## src/rtl/uart_rx.sv

```systemverilog
// uart_rx: 8N1 serial receiver feeding the host-to-core load path.
// Recovers one byte per good frame and emits it with a one-cycle strobe.
// A frame whose stop bit reads low raises a one-cycle framing-error pulse
// instead, and the receiver then waits for the line to return high before
// looking for the next start bit.
module uart_rx #(
    parameter int CLKS_PER_BIT = 868,
    parameter int CNT_W        = $clog2(CLKS_PER_BIT)
) (
    input  logic       clk,
    input  logic       rst,
    input  logic       rxd,
    output logic [7:0] rdata,
    output logic       rdata_valid,
    output logic       ferr,
    output logic       busy
);

    // Compare points for the bit-period counter: mid start bit and full bit.
    localparam logic [CNT_W-1:0] LP_HALF_LAST = CNT_W'(CLKS_PER_BIT / 2 - 1);
    localparam logic [CNT_W-1:0] LP_FULL_LAST = CNT_W'(CLKS_PER_BIT - 1);

    typedef enum logic [2:0] {
        IDLE,
        START,
        DATA,
        STOP,
        WAIT_HIGH
    } rxState_t;

    rxState_t         r_state;
    logic             r_rxdS1;
    logic             r_rxdS;
    logic [CNT_W-1:0] r_cnt;
    logic [2:0]       r_idx;
    logic [7:0]       r_shift;
    logic [7:0]       r_rdata;
    logic             r_rdataValid;
    logic             r_ferr;

    // Two-flop synchronizer; both flops reset high so reset never looks like a start edge.
    always_ff @(posedge clk) begin
        if (rst) begin
            r_rxdS1 <= 1'b1;
            r_rxdS  <= 1'b1;
        end else begin
            r_rxdS1 <= rxd;
            r_rxdS  <= r_rxdS1;
        end
    end

    // Frame FSM: finds the start bit, samples each bit at its centre and qualifies the stop bit.
    always_ff @(posedge clk) begin
        if (rst) begin
            r_state      <= IDLE;
            r_cnt        <= '0;
            r_idx        <= '0;
            r_shift      <= '0;
            r_rdata      <= '0;
            r_rdataValid <= 1'b0;
            r_ferr       <= 1'b0;
        end else begin
            r_rdataValid <= 1'b0;
            r_ferr       <= 1'b0;
            unique case (r_state)
                IDLE: begin
                    if (!r_rxdS) begin
                        r_state <= START;
                        r_cnt   <= '0;
                    end
                end
                START: begin
                    if (r_cnt == LP_HALF_LAST) begin
                        r_cnt <= '0;
                        r_idx <= '0;
                        if (!r_rxdS) begin
                            r_state <= DATA;
                        end else begin
                            r_state <= IDLE;
                        end
                    end else begin
                        r_cnt <= r_cnt + CNT_W'(1);
                    end
                end
                DATA: begin
                    if (r_cnt == LP_FULL_LAST) begin
                        r_cnt   <= '0;
                        r_shift <= {r_rxdS, r_shift[7:1]};
                        r_idx   <= r_idx + 3'd1;
                        if (r_idx == 3'd7) begin
                            r_state <= STOP;
                        end
                    end else begin
                        r_cnt <= r_cnt + CNT_W'(1);
                    end
                end
                STOP: begin
                    if (r_cnt == LP_FULL_LAST) begin
                        r_cnt <= '0;
                        if (r_rxdS) begin
                            r_rdata      <= r_shift;
                            r_rdataValid <= 1'b1;
                            r_state      <= IDLE;
                        end else begin
                            r_ferr  <= 1'b1;
                            r_state <= WAIT_HIGH;
                        end
                    end else begin
                        r_cnt <= r_cnt + CNT_W'(1);
                    end
                end
                WAIT_HIGH: begin
                    if (r_rxdS) begin
                        r_state <= IDLE;
                    end
                end
                default: begin
                    r_state <= IDLE;
                end
            endcase
        end
    end

    assign rdata       = r_rdata;
    assign rdata_valid = r_rdataValid;
    assign ferr        = r_ferr;
    assign busy        = (r_state != IDLE);

endmodule

```

## config.mk

```make
export PLATFORM = sky130hd
export DESIGN_NAME = uart_rx
export DESIGN_NICKNAME = d
export VERILOG_FILES = /design/src/rtl/uart_rx.sv
export SDC_FILE = /design/constraint.sdc
export NUM_CORES = 1
export LEC_CHECK = 0
export ABC_AREA = 1
export ABC_CLOCK_PERIOD_IN_PS = 2050
export BUFFER_PORTS_ARGS = -buffer_cell sky130_fd_sc_hd__buf_2
export CORE_MARGIN = 3
export CORE_UTILIZATION = 50
export CTS_CLUSTER_SIZE = 14
export DETAILED_ROUTE_END_ITERATION = 16
export GPL_TIMING_DRIVEN = 0
export PLACE_DENSITY_LB_ADDON = 0.2
export SYNTH_ARGS = -nofsm -noshare
export SYNTH_HDL_FRONTEND = slang
export SYNTH_SLANG_ARGS = --single-unit
```

## constraint.sdc

```tcl
create_clock -name clk -period 2.05 [get_ports clk]
set_input_delay 0 -clock clk [delete_from_list [all_inputs] [get_ports clk]]
set_output_delay 0 -clock clk [all_outputs]
set_load 0.005 [all_outputs]
```

==> run summary <==
Final ANT Viol Nets - 0
Netlist cell types - 26
Die area - 0.00409 mm^2
Setup Skew - 0.00589 ns
Yosys top cell area share - 42.9%
RSZ-0062 raised after global routing - false
Die Y - 64.0 um
Least-Margin Pin Slew - 0.435 ns
CP dominant cell by count - nand2_2
GRT overflow - 0
Pre-CTS worst setup slack - 0.403 ns
Largest net degree at the start of global routing - 12
Crit path capture type - register
Critical path arrival - 1.88 ns
Fin cells - 298
Row count - 20
Total GRT Usage - 17.8%
Switching Share - 39.8%
Final #Nets - 260
Synth cell count leaders - 49 x nand2_1, 44 x nor2_1, 36 x dfxtp_1
Sequential area share after synthesis - 42.9%
Synth Warn # - 0
H-tree levels - 2
Initial core utilization - 53.7%
GPL Wtd Cong - 0.851
Initial antenna violation count - 0
WL/cell - 11.3 um
Pwr dens - 996 mW/mm^2
Hold Path Class - primary input to register
Outcome - completed
Root Driver - clkbuf_4
Synthesized Nets - 238
Synth top area cells - dfxtp_1 43%, nand2_1 11%, nor2_1 9.8%
Maximum VDD drop - 0.698 mV
Pre-antenna DRT Iters - 4
Clk slew on worst S/H paths - 0.11 ns
R2r setup slk - 0.41 ns
Post-Synthesis Cell Area - 0.00168 mm^2
Hold WS - 0.371 ns
CP max-delay cell - dfxtp_1
CTS Buffer Depth - 2
Slew Limit Fails - 0
Post-CTS Setup Repair Bufs - 0
Post-synth EDFFs - 0
Share of cells above drive strength 1 - 17.7%
Max transition margin - 71.0%
Post-route cell area - 0.00187 mm^2
Placed Area - 0.00180 mm^2
Synth Register Bits - 36
Critical path start-end classification - register to register
Worst setup SP type - register
Core area - 0.00313 mm^2
Worst-path maximum fanout - 8
Vias per inst - 4.89
Iteration-0 DRC Markers - 82
Worst-Skew Late Latency - 0.34 ns
Avg Inst Size Synth - 7.27 um^2
Logic pwr share - 35.2%
Vias in the first global route - 1331
Die X - 64.0 um
Final setup viols - 0
Most common cell in the netlist - nand2_1
Ys flop type - dfxtp_1
Crit-path max cell delay - 0.41 ns
TritonCTS clock tree - yes
Post-synth ARST share - 0%
Fin crit period - 1.64 ns
Synth area leader - dfxtp_1
Post-CTS Resized - 0
Routed WL - 3.35 mm
Port bufs - 13
Vias - 1458
Hpwl dp - 2.41 mm
Critical Path RT - 2.29 ns
Highest Clock Rate - 611 MHz
Net Switching - 742 uW
TritonCTS buffer count - 5
Clk pwr share - 20.1%
Period utilisation layout - 79.9%
Num Clock Sinks - 36
Core Util, Final - 59.9%
Worst Setup Slack, final - 0.412 ns
ANT cells - 0
Leakage - 0.828 nW
First-pass GRT wire length - 5.71 mm
Placed cell count - 288
Power Total - 1.87 mW
CP Cell Sequence - ha_1, nand3_2, nor2_4, nand2_2, nand2_1, nand3_1, nand2_2, nor2_1
Syn Inst Count - 231
Residual DRC - 0
Syn-to-layout area delta - 11.6%
Int Power - 1.12 mW
Final hold vios - 0
Max-cap viol count - 0
I/O pin cnt - 14
Final TNS setup - 0 ns
Flop pwr share - 44.8%
timing repair:
| item | CTS | global route |
|---|---|---|
| endpoints found under the hold margin | 2 | 0 |
| hold buffers | 2 | 0 |
| endpoints found under the setup margin | 0 | 0 |
worst max-delay path: cells and delay by family (launching register included):
family                     cells  cell delay (ns)
and+or+nand+nor                7             0.90
DFF                            1             0.41
adders and majority gates      1             0.23
logic make-up (layout without fill, tap and decap cells):
group / after synthesis / after routing / share of synthesized area, %
and+or+nand+nor: 133 / 133 / 37.5
DFF: 36 / 36 / 42.9
AOI/OAI and AO/OA: 28 / 28 / 9.02
buffers and inverters: 27 / 50 / 6.04
adders and majority gates: 4 / 4 / 2.98
xor gates and xnor gates: 3 / 3 / 1.57
power groups by stage:
stage	Sequential, mW	Combinational, mW	Clock, mW
2_1_floorplan	0.833	0.522	0
3_3_place_gp	0.848	0.640	0
3_5_place_dp	0.848	0.651	0
4_1_cts	0.833	0.660	0.388
5_1_grt	0.844	0.751	0.419
6_report	0.835	0.656	0.375
state kept, by name, summed over array words and instances (netlist names):
signal       cells
rdata            8
ferr             1
r_idx            3
r_rxdS1          1
r_shift          8
r_cnt           10
r_rxdS           1
rdata_valid      1
r_state          3
metal layers:
metal	GRT usage [%]	part of all wire (%)	vias to the layer above
met5	0	0	-
met2	29.4	47	24
met1	21.9	47	647
li1	-	-	781
met4	6.47	1.5	0
met3	5.27	4.0	6
layout by cell type, fill, tap and decap left out, drive strengths merged:
master	n
nand2	54
nor2	47
dfxtp	36
inv	25
nand3	20
o21ai	15
buf	13
a21oi	13
clkbuf	9
ha	4
or2	4
nor3	4
xor2	3
nand4	3
dlygate4sd3	2
nor4	1
clkinv	1
final timing paths:
path | end | start | cells after the start
worst max register to register | r_cnt[6] | r_cnt[0] | 8
worst min register to register | r_rxdS | r_rxdS1 | 1
worst min-delay path | r_rxdS1 | rxd | 3
worst max-delay path | r_cnt[6] | r_cnt[0] | 8
layout make-up:
class / count / area (um^2)
clock buffer: 7 / 45.0
multi-input combinational: 168 / 857
fill: 314 / 1250
tap: 44 / 55.1
inverter: 25 / 93.8
clock inverter: 1 / 8.76
buffer: 2 / 7.51
timing repair buffer: 15 / 85.1
sequential: 36 / 721
No activity file was read; power rests on OpenSTA's default activity.
